File: src/rtl/mc_control_if.sv
`default_nettype none
// +----------------------------------------------------------------------+
// | mc_control_if : control/handshake bundle between controller and path |
// | Rev 1.0                                                              |
// +----------------------------------------------------------------------+
interface mc_control_if #(
  parameter int CNT_W = 32
);
  logic [6:0]       opcode;
  logic [2:0]       func3;
  logic [6:0]       func7;
  logic             br_taken;
  logic             imem_ready;
  logic             dmem_ready;
  logic             md_done;
  logic             imem_req;
  logic             ir_write;
  logic             dmem_re;
  logic             dmem_we;
  logic [2:0]       RW_type;
  logic             reg_write;
  logic             pc_write;
  logic [1:0]       pc_sel;
  logic             alu_src_a;
  logic             alu_src_b;
  logic [3:0]       ALUctl;
  logic [1:0]       wb_sel;
  logic             md_start;
  logic             retire;
  logic [CNT_W-1:0] instret;
  logic             trap;
  logic [1:0]       trap_cause;
  logic [2:0]       state;

  modport master (
    input  opcode, func3, func7, br_taken, imem_ready, dmem_ready, md_done,
    output imem_req, ir_write, dmem_re, dmem_we, RW_type, reg_write, pc_write,
           pc_sel, alu_src_a, alu_src_b, ALUctl, wb_sel, md_start, retire,
           instret, trap, trap_cause, state
  );

  modport slave (
    output opcode, func3, func7, br_taken, imem_ready, dmem_ready, md_done,
    input  imem_req, ir_write, dmem_re, dmem_we, RW_type, reg_write, pc_write,
           pc_sel, alu_src_a, alu_src_b, ALUctl, wb_sel, md_start, retire,
           instret, trap, trap_cause, state
  );
endinterface
`default_nettype wire

File: src/rtl/mc_control.sv
`default_nettype none
// +----------------------------------------------------------------------+
// | mc_control : multi-cycle RV32I control FSM; MC_MULDIV_EN adds RV32M   |
// | Rev 1.0                                                              |
// +----------------------------------------------------------------------+
module mc_control #(
  parameter int TMO_CYC = 16,
  parameter int CNT_W   = 32
) (
  input  logic         clk,
  input  logic         rst,
  mc_control_if.master bus
);
  typedef enum logic [2:0] {
    S_FETCH = 3'd0, S_DECODE = 3'd1, S_EXEC = 3'd2,
    S_MEM   = 3'd3, S_WB     = 3'd4, S_TRAP = 3'd5
  } state_t;

  typedef enum logic [3:0] {
    K_R, K_I, K_LUI, K_AUIPC, K_JAL, K_JALR, K_BR, K_LD, K_ST, K_MD
  } cls_t;

  // ALU codes follow the shared define.v table: {func7[5], func3}
  localparam logic [3:0] ALU_ADD  = 4'b0000;
  localparam logic [3:0] ALU_SUB  = 4'b1000;
  localparam logic [3:0] ALU_SLT  = 4'b0010;
  localparam logic [3:0] ALU_SLTU = 4'b0011;

  localparam logic [6:0] OP_R     = 7'b0110011;
  localparam logic [6:0] OP_I     = 7'b0010011;
  localparam logic [6:0] OP_LD    = 7'b0000011;
  localparam logic [6:0] OP_ST    = 7'b0100011;
  localparam logic [6:0] OP_BR    = 7'b1100011;
  localparam logic [6:0] OP_LUI   = 7'b0110111;
  localparam logic [6:0] OP_AUIPC = 7'b0010111;
  localparam logic [6:0] OP_JAL   = 7'b1101111;
  localparam logic [6:0] OP_JALR  = 7'b1100111;

  localparam int         WC_W    = $clog2(TMO_CYC + 1);
  localparam logic [WC_W-1:0] WC_LAST = WC_W'(TMO_CYC - 1);

  state_t           state_q, state_n;
  logic [WC_W-1:0]  wcnt_q, wcnt_n;
  logic [CNT_W-1:0] instret_q;
  logic             trap_q, trap_set;
  logic [1:0]       cause_q, cause_set;
  cls_t             cls_q, dec_cls;
  logic [3:0]       alu_q, dec_alu;
  logic [2:0]       f3_q;
  logic             dec_legal;

  always_comb begin
    dec_legal = 1'b0;
    dec_cls   = K_I;
    dec_alu   = ALU_ADD;
    case (bus.opcode)
      OP_R: begin
        dec_cls = K_R;
        dec_alu = {bus.func7[5], bus.func3};
        if (bus.func7 == 7'b0000000)
          dec_legal = 1'b1;
        else if (bus.func7 == 7'b0100000)
          dec_legal = (bus.func3 == 3'b000) || (bus.func3 == 3'b101);
`ifdef MC_MULDIV_EN
        else if (bus.func7 == 7'b0000001) begin
          dec_legal = 1'b1;
          dec_cls   = K_MD;
          dec_alu   = ALU_ADD;
        end
`endif
      end
      OP_I: begin
        dec_cls = K_I;
        dec_alu = {(bus.func3 == 3'b101) & bus.func7[5], bus.func3};
        case (bus.func3)
          3'b001:  dec_legal = (bus.func7 == 7'b0000000);
          3'b101:  dec_legal = (bus.func7 == 7'b0000000) || (bus.func7 == 7'b0100000);
          default: dec_legal = 1'b1;
        endcase
      end
      OP_BR: begin
        dec_cls   = K_BR;
        dec_legal = (bus.func3[2:1] != 2'b01);
        case (bus.func3[2:1])
          2'b10:   dec_alu = ALU_SLT;
          2'b11:   dec_alu = ALU_SLTU;
          default: dec_alu = ALU_SUB;
        endcase
      end
      OP_LD: begin
        dec_cls   = K_LD;
        dec_legal = (bus.func3 != 3'b011) && (bus.func3 != 3'b110) && (bus.func3 != 3'b111);
      end
      OP_ST: begin
        dec_cls   = K_ST;
        dec_legal = (bus.func3[2] == 1'b0) && (bus.func3[1:0] != 2'b11);
      end
      OP_LUI:   begin dec_cls = K_LUI;   dec_legal = 1'b1; end
      OP_AUIPC: begin dec_cls = K_AUIPC; dec_legal = 1'b1; end
      OP_JAL:   begin dec_cls = K_JAL;   dec_legal = 1'b1; end
      OP_JALR:  begin dec_cls = K_JALR;  dec_legal = 1'b1; end
      default:  dec_legal = 1'b0;
    endcase
  end

`ifdef MC_MULDIV_EN
  logic md_busy_q;
  always_ff @(posedge clk) begin
    if (rst) md_busy_q <= 1'b0;
    else     md_busy_q <= (state_q == S_EXEC) && (state_n == S_EXEC);
  end
`else
  logic unused_md_done;
  assign unused_md_done = bus.md_done;
`endif

  always_comb begin
    state_n       = state_q;
    wcnt_n        = wcnt_q;
    trap_set      = 1'b0;
    cause_set     = 2'd0;
    bus.imem_req  = 1'b0;
    bus.ir_write  = 1'b0;
    bus.dmem_re   = 1'b0;
    bus.dmem_we   = 1'b0;
    bus.RW_type   = 3'd0;
    bus.reg_write = 1'b0;
    bus.pc_write  = 1'b0;
    bus.pc_sel    = 2'd0;
    bus.alu_src_a = 1'b0;
    bus.alu_src_b = 1'b0;
    bus.ALUctl    = ALU_ADD;
    bus.wb_sel    = 2'd0;
    bus.md_start  = 1'b0;
    bus.retire    = 1'b0;
    // ALU steering stays stable for the whole execute/memory/writeback span
    if (state_q == S_EXEC || state_q == S_MEM || state_q == S_WB) begin
      bus.ALUctl    = alu_q;
      bus.alu_src_a = (cls_q == K_AUIPC) || (cls_q == K_JAL);
      bus.alu_src_b = !((cls_q == K_R) || (cls_q == K_BR) || (cls_q == K_MD));
    end
    case (state_q)
      S_FETCH: begin
        bus.imem_req = 1'b1;
        if (bus.imem_ready) begin
          bus.ir_write = 1'b1;
          wcnt_n       = '0;
          state_n      = S_DECODE;
        end else if (wcnt_q == WC_LAST) begin
          wcnt_n    = '0;
          trap_set  = 1'b1;
          cause_set = 2'd2;
          state_n   = S_TRAP;
        end else begin
          wcnt_n = wcnt_q + 1'b1;
        end
      end
      S_DECODE: begin
        if (dec_legal) begin
          state_n = S_EXEC;
        end else begin
          trap_set  = 1'b1;
          cause_set = 2'd1;
          state_n   = S_TRAP;
        end
      end
      S_EXEC: begin
        case (cls_q)
          K_BR: begin
            bus.pc_write = 1'b1;
            bus.pc_sel   = bus.br_taken ? 2'd1 : 2'd0;
            bus.retire   = 1'b1;
            state_n      = S_FETCH;
          end
          K_LD, K_ST: state_n = S_MEM;
`ifdef MC_MULDIV_EN
          K_MD: begin
            if (!md_busy_q)      bus.md_start = 1'b1;
            else if (bus.md_done) state_n     = S_WB;
          end
`endif
          default: state_n = S_WB;
        endcase
      end
      S_MEM: begin
        bus.dmem_re = (cls_q == K_LD);
        bus.dmem_we = (cls_q == K_ST);
        bus.RW_type = f3_q;
        if (bus.dmem_ready) begin
          wcnt_n = '0;
          if (cls_q == K_ST) begin
            bus.pc_write = 1'b1;
            bus.retire   = 1'b1;
            state_n      = S_FETCH;
          end else begin
            state_n = S_WB;
          end
        end else if (wcnt_q == WC_LAST) begin
          wcnt_n    = '0;
          trap_set  = 1'b1;
          cause_set = 2'd3;
          state_n   = S_TRAP;
        end else begin
          wcnt_n = wcnt_q + 1'b1;
        end
      end
      S_WB: begin
        bus.reg_write = 1'b1;
        bus.pc_write  = 1'b1;
        bus.retire    = 1'b1;
        state_n       = S_FETCH;
        case (cls_q)
          K_LD:         bus.wb_sel = 2'd1;
          K_JAL:        begin bus.wb_sel = 2'd2; bus.pc_sel = 2'd1; end
          K_JALR:       begin bus.wb_sel = 2'd2; bus.pc_sel = 2'd2; end
          K_LUI:        bus.wb_sel = 2'd3;
          default:      bus.wb_sel = 2'd0;
        endcase
      end
      S_TRAP:  state_n = S_TRAP;
      default: state_n = S_FETCH;
    endcase
  end

  always_ff @(posedge clk) begin
    if (rst) begin
      state_q   <= S_FETCH;
      wcnt_q    <= '0;
      instret_q <= '0;
      trap_q    <= 1'b0;
      cause_q   <= 2'd0;
      cls_q     <= K_I;
      alu_q     <= ALU_ADD;
      f3_q      <= 3'd0;
    end else begin
      state_q <= state_n;
      wcnt_q  <= wcnt_n;
      if (bus.retire) instret_q <= instret_q + 1'b1;
      if (trap_set) begin
        trap_q  <= 1'b1;
        cause_q <= cause_set;
      end
      if (state_q == S_DECODE) begin
        cls_q <= dec_cls;
        alu_q <= dec_alu;
        f3_q  <= bus.func3;
      end
    end
  end

  assign bus.instret    = instret_q;
  assign bus.trap       = trap_q;
  assign bus.trap_cause = cause_q;
  assign bus.state      = state_q;
endmodule
`default_nettype wire

File: src/flat_wrapper.sv
// flat-port wrapper written by rule: the top's interface ports become plain ports
module mc_control_flat 
#(
  parameter int TMO_CYC = 16,
  parameter int CNT_W   = 32
)
  (clk, rst, bus_opcode, bus_func3, bus_func7, bus_br_taken, bus_imem_ready, bus_dmem_ready, bus_md_done, bus_imem_req, bus_ir_write, bus_dmem_re, bus_dmem_we, bus_RW_type, bus_reg_write, bus_pc_write, bus_pc_sel, bus_alu_src_a, bus_alu_src_b, bus_ALUctl, bus_wb_sel, bus_md_start, bus_retire, bus_instret, bus_trap, bus_trap_cause, bus_state);
  mc_control_if #(.CNT_W(CNT_W)) bus_i ();
  input  logic clk;
  input  logic rst;
  input wire logic [$bits(bus_i.opcode)-1:0] bus_opcode;
  input wire logic [$bits(bus_i.func3)-1:0] bus_func3;
  input wire logic [$bits(bus_i.func7)-1:0] bus_func7;
  input wire logic [$bits(bus_i.br_taken)-1:0] bus_br_taken;
  input wire logic [$bits(bus_i.imem_ready)-1:0] bus_imem_ready;
  input wire logic [$bits(bus_i.dmem_ready)-1:0] bus_dmem_ready;
  input wire logic [$bits(bus_i.md_done)-1:0] bus_md_done;
  output wire logic [$bits(bus_i.imem_req)-1:0] bus_imem_req;
  output wire logic [$bits(bus_i.ir_write)-1:0] bus_ir_write;
  output wire logic [$bits(bus_i.dmem_re)-1:0] bus_dmem_re;
  output wire logic [$bits(bus_i.dmem_we)-1:0] bus_dmem_we;
  output wire logic [$bits(bus_i.RW_type)-1:0] bus_RW_type;
  output wire logic [$bits(bus_i.reg_write)-1:0] bus_reg_write;
  output wire logic [$bits(bus_i.pc_write)-1:0] bus_pc_write;
  output wire logic [$bits(bus_i.pc_sel)-1:0] bus_pc_sel;
  output wire logic [$bits(bus_i.alu_src_a)-1:0] bus_alu_src_a;
  output wire logic [$bits(bus_i.alu_src_b)-1:0] bus_alu_src_b;
  output wire logic [$bits(bus_i.ALUctl)-1:0] bus_ALUctl;
  output wire logic [$bits(bus_i.wb_sel)-1:0] bus_wb_sel;
  output wire logic [$bits(bus_i.md_start)-1:0] bus_md_start;
  output wire logic [$bits(bus_i.retire)-1:0] bus_retire;
  output wire logic [$bits(bus_i.instret)-1:0] bus_instret;
  output wire logic [$bits(bus_i.trap)-1:0] bus_trap;
  output wire logic [$bits(bus_i.trap_cause)-1:0] bus_trap_cause;
  output wire logic [$bits(bus_i.state)-1:0] bus_state;
  assign bus_i.opcode = bus_opcode;
  assign bus_i.func3 = bus_func3;
  assign bus_i.func7 = bus_func7;
  assign bus_i.br_taken = bus_br_taken;
  assign bus_i.imem_ready = bus_imem_ready;
  assign bus_i.dmem_ready = bus_dmem_ready;
  assign bus_i.md_done = bus_md_done;
  assign bus_imem_req = bus_i.imem_req;
  assign bus_ir_write = bus_i.ir_write;
  assign bus_dmem_re = bus_i.dmem_re;
  assign bus_dmem_we = bus_i.dmem_we;
  assign bus_RW_type = bus_i.RW_type;
  assign bus_reg_write = bus_i.reg_write;
  assign bus_pc_write = bus_i.pc_write;
  assign bus_pc_sel = bus_i.pc_sel;
  assign bus_alu_src_a = bus_i.alu_src_a;
  assign bus_alu_src_b = bus_i.alu_src_b;
  assign bus_ALUctl = bus_i.ALUctl;
  assign bus_wb_sel = bus_i.wb_sel;
  assign bus_md_start = bus_i.md_start;
  assign bus_retire = bus_i.retire;
  assign bus_instret = bus_i.instret;
  assign bus_trap = bus_i.trap;
  assign bus_trap_cause = bus_i.trap_cause;
  assign bus_state = bus_i.state;
  mc_control #(.TMO_CYC(TMO_CYC), .CNT_W(CNT_W)) u_core (.clk(clk), .rst(rst), .bus(bus_i));
endmodule
File: config.mk
export PLATFORM = sky130hd
export DESIGN_NAME = mc_control_flat
export DESIGN_NICKNAME = d
export VERILOG_FILES = /design/src/rtl/mc_control_if.sv /design/src/rtl/mc_control.sv /design/src/flat_wrapper.sv
export SDC_FILE = /design/constraint.sdc
export NUM_CORES = 1
export LEC_CHECK = 0
export CORE_MARGIN = 3
export CORE_UTILIZATION = 30
export DETAILED_ROUTE_END_ITERATION = 7
export HOLD_SLACK_MARGIN = 0.05
export SLEW_MARGIN = 20
export SYNTH_ARGS = -nofsm -noshare
export SYNTH_HDL_FRONTEND = slang
export SYNTH_SLANG_ARGS = --single-unit
File: constraint.sdc
create_clock -name clk -period 3 [get_ports clk]
set_clock_uncertainty 0.1 [all_clocks]
set_input_delay 0.6 -clock clk [delete_from_list [all_inputs] [get_ports clk]]
set_output_delay 0.6 -clock clk [all_outputs]
set_load 0.02 [all_outputs]
==> results.md <==
- Die Wd: approximately 110 µm
- Pint: between 0.001 and 0.0015 W
- Placed cell area: about 4100 µm²
- Cell Rows: 36
- Post-synth EDFFs: 0
- Postcts setup bufs: 0
- Combinational share of power: roughly 17%
- Clk slew on worst S/H paths: between 100 and 150 ps
- Worst setup SP type: flip-flop
- First-pass GRT wire length: around 14000 µm
- Tcrit/Tclk final: 94.8%
- Post-Route WL: just under 9000 µm
- Most numerous cell in the Yosys netlist: dfxtp_1
- GRT Overall Usage: 15.2%
- Worst-path fanout max: 6
- Grt total ovfl: 0
- Vias: between 3k and 4k
- CP endpoint kind: primary output
- Max Slew Vio Count: 0
- LEAKAGE: between 1 and 1.5 nW
- M1 WL: 4190 µm
- H-tree depth: 2
- Fraction of layout cells with a size suffix above 1: under 10%
- I/O pins: 82
- DP HPWL: between 6000 and 7000 µm
- Yosys top cell area share: roughly a third
- Final Cell Area: approximately 4200 µm²
- Switching share of power: 28.4%
- Max_cap viols: 0
- DR top layer: met4
- Post-synthesis cell area: 3160 µm²
- Synth Register Bits: 54
- Number of DRC markers in iteration 0: 243
- Register share of total power: roughly 54%
- CTS Buf Count: 5
- Die area: approximately 12000 µm²
- Synth-to-Final Area Change: 33.4%
- Worst VDD drop: approximately 0.20 mV
- Final WS setup: approximately 160 ps
- Path category of the worst min-delay check: flip-flop to flip-flop
- Outcome: complete, no violations
- Core footprint: ~10000 µm²
- Hold Vio Cnt, Final: 0
- Syn nets: about 410
- Synth area leader: dfxtp_1
- Hold endpoint: u_core.alu_q[2]
- Count of different cell masters after synthesis: 64
- Top cells by count, synth: dfxtp_1 (54), nor2_1 (35), a21oi_1 (27), nand2_1 (27), xnor2_1 (21)
- Rel. slew slack: around 64%
- Synth area leaders: dfxtp_1 (34%), xnor2_1 (5.8%), a21oi_1 (4.3%), nor2_1 (4.2%), nand2_1 (3.2%)
- Hold_sp: u_core.alu_q[2]
- Worst slew pin tran: between 500 and 600 ps
- Mean post-synth cell area: 8.18 µm²
- Length of the first detailed-routing pass in iterations: 4
- ANT cells: 0
- Total Power: around 0.0014 W
- Critical path class: flip-flop to primary output
- Final setup TNS: 0 ps
- Min Tclk post-route: 2840 ps
- Clock Sink Count: 54
- Number of routed nets with antenna violations: 0
- Setup WS pre-CTS: 252 ps
- RSZ-0062 raised after global routing: no
- Count of warnings emitted by yosys: 0
- Via/cell ratio: roughly 5.2
- Maximum number of pins on one net before global-route repair: 36
- Hold Path Depth: 2
- Worst-skew pair later-pin latency: 310 ps
- Reg2Reg Depth: 8
- Mapped Cells: 386
- Port-buffer cells: slightly below 80
- Fmax: 0.352 GHz
- Wirelength per Cell: 14.5 µm
- Clock root buffer: clkbuf_8
- Critical Path RT: 2300 ps
- CP Data Arrival Time: roughly 2100 ps
- Sequential fraction of the synthesis area: 34.2%
- Nets@finish: a little under 500
- Antenna violations before repair: 0
- Origin of the critical flop-to-flop path: u_core.bus.state[1]
- Final setup viols: 0
- WL met3: about 260 µm
- Fin Hold WS: ~350 ps
- DRC violations left: 0
- Vias in the first global route: roughly 3k
- Max clock buf depth: 2
- Synth Flop Type: dfxtp_1
- Async set or reset register ratio after synthesis: 0%
- Power share of the clock group: just under 30%
- Pwr dens: around 330 nW/µm²
- Reg2Reg Capture Point: u_core.bus.instret[23]
- Initial core utilization: about a third
- Setup slack, reg-to-reg: around 470 ps
- Die height: around 110 µm
- Routed wl met2: ~4100 µm
- Net Switching: 0.000398 W
- Placer Congestion: approximately 0.83
- CTS tree: built
-- area by class of cell --
| cell class | instances | area, µm² |
|---|---|---|
| fill | 1035 | 5790 |
| sequential | 54 | 1080 |
| multi-input combinational | 291 | 1890 |
| timing repair buffer | 96 | 920 |
| tap | 133 | 166 |
| inverter | 16 | 65.1 |
| clock inverter | 3 | 21.3 |
| clock buffer | 5 | 68.8 |
-- cells by family (layout without fill, tap and decap cells) --
group	Yosys count	in the layout	share of synthesized area, %
and+or+nand+nor	159	159	27.9
xor gates and xnor gates	27	27	7.49
other	1	1	0.119
adders and majority gates	2	2	0.792
buffers and inverters	41	120	5.94
DFF	54	54	34.2
muxes	3	3	0.990
AOI/OAI and AO/OA	99	99	22.6
-- placed cells by master (no fill, tap or decap), types with 4 or more instances in the layout --
cell             synthesis  final
a2111oi_0                5      5
buf_4                    3     17
dfxtp_1                 54     54
o2111ai_1                5      5
nand2b_1                 5      5
nor3_1                   8      8
clkdlybuf4s50_1          0     77
a31o_2                   6      6
and3_1                   4      4
nand4_1                  9      9
clkbuf_8                 0      5
nor2_1                  35     34
nor3b_1                  4      4
inv_1                   15     15
a21oi_1                 27     27
o211ai_1                 4      4
o21ai_0                 14     14
xnor2_1                 21     21
nand3_1                 15     15
nand2_1                 27     27
nor4_1                   6      6
and2_1                  10     10
xor2_1                   6      6
and4_1                   6      6
nor2b_1                 10     10
a31oi_1                  4      4
a211oi_1                 8      8
-- metal layers --
metal	vias up	track usage, %
li1	1563	-
met1	1464	20.8
met2	53	24.7
met3	7	2.15
met4	0	4.33
met5	-	0
-- flip-flops by register name, summed over array words and instances, names as in the netlist --
register and flops:
u_core.bus.trap_cause 2, u_core.bus.state 3, u_core.wcnt_q 5, u_core.cls_q 4, u_core.bus.instret 32, u_core.f3_q 3
u_core.alu_q 4, u_core.bus.trap 1
-- worst max-delay path, cell delays in order, from the launching register on --
cell and delay (ps):
dfxtp_1 320, or2_1 300, or2_4 300, inv_6 90, nor2_2 80, nor2b_1 130
clkdlybuf4s50_1 620
-- power by group through the flow --
stage               Clock, W  Sequential [W]  Combinational [W]
global route        0.000460        0.000754           0.000263
finish              0.000411        0.000752           0.000239
detailed placement         0        0.000768           0.000240
global placement           0        0.000767           0.000237
CTS                 0.000433        0.000752           0.000240
floorplan                  0        0.000769           0.000140
-- worst max path at each step --
stage | startpoint | to | slack, ps | cells after the start
floorplan | u_core.bus.state[1] | bus_retire | 280 | 9
global placement | bus_dmem_ready | bus_retire | 240 | 4
detailed placement | bus_dmem_ready | bus_retire | 250 | 4
CTS | u_core.bus.state[1] | bus_alu_src_a | 30 | 6
global route | u_core.cls_q[3] | bus_pc_write | 20 | 4
finish | u_core.bus.state[1] | bus_ALUctl[0] | 160 | 6
-- through the flow --
stage	instances	utilization [%]
3_5_place_dp	590	41.2
3_3_place_gp	590	41.2
6_report	598	42.1
2_1_floorplan	386	-
4_1_cts	598	42.1
5_1_grt	598	42.1
-- repair_timing --
action	CTS	global route
pin swaps	0	0
resized for setup	1	2
hold buffers	0	0
setup endpoints to repair	1	5
No activity file was read; power rests on OpenSTA's default activity.
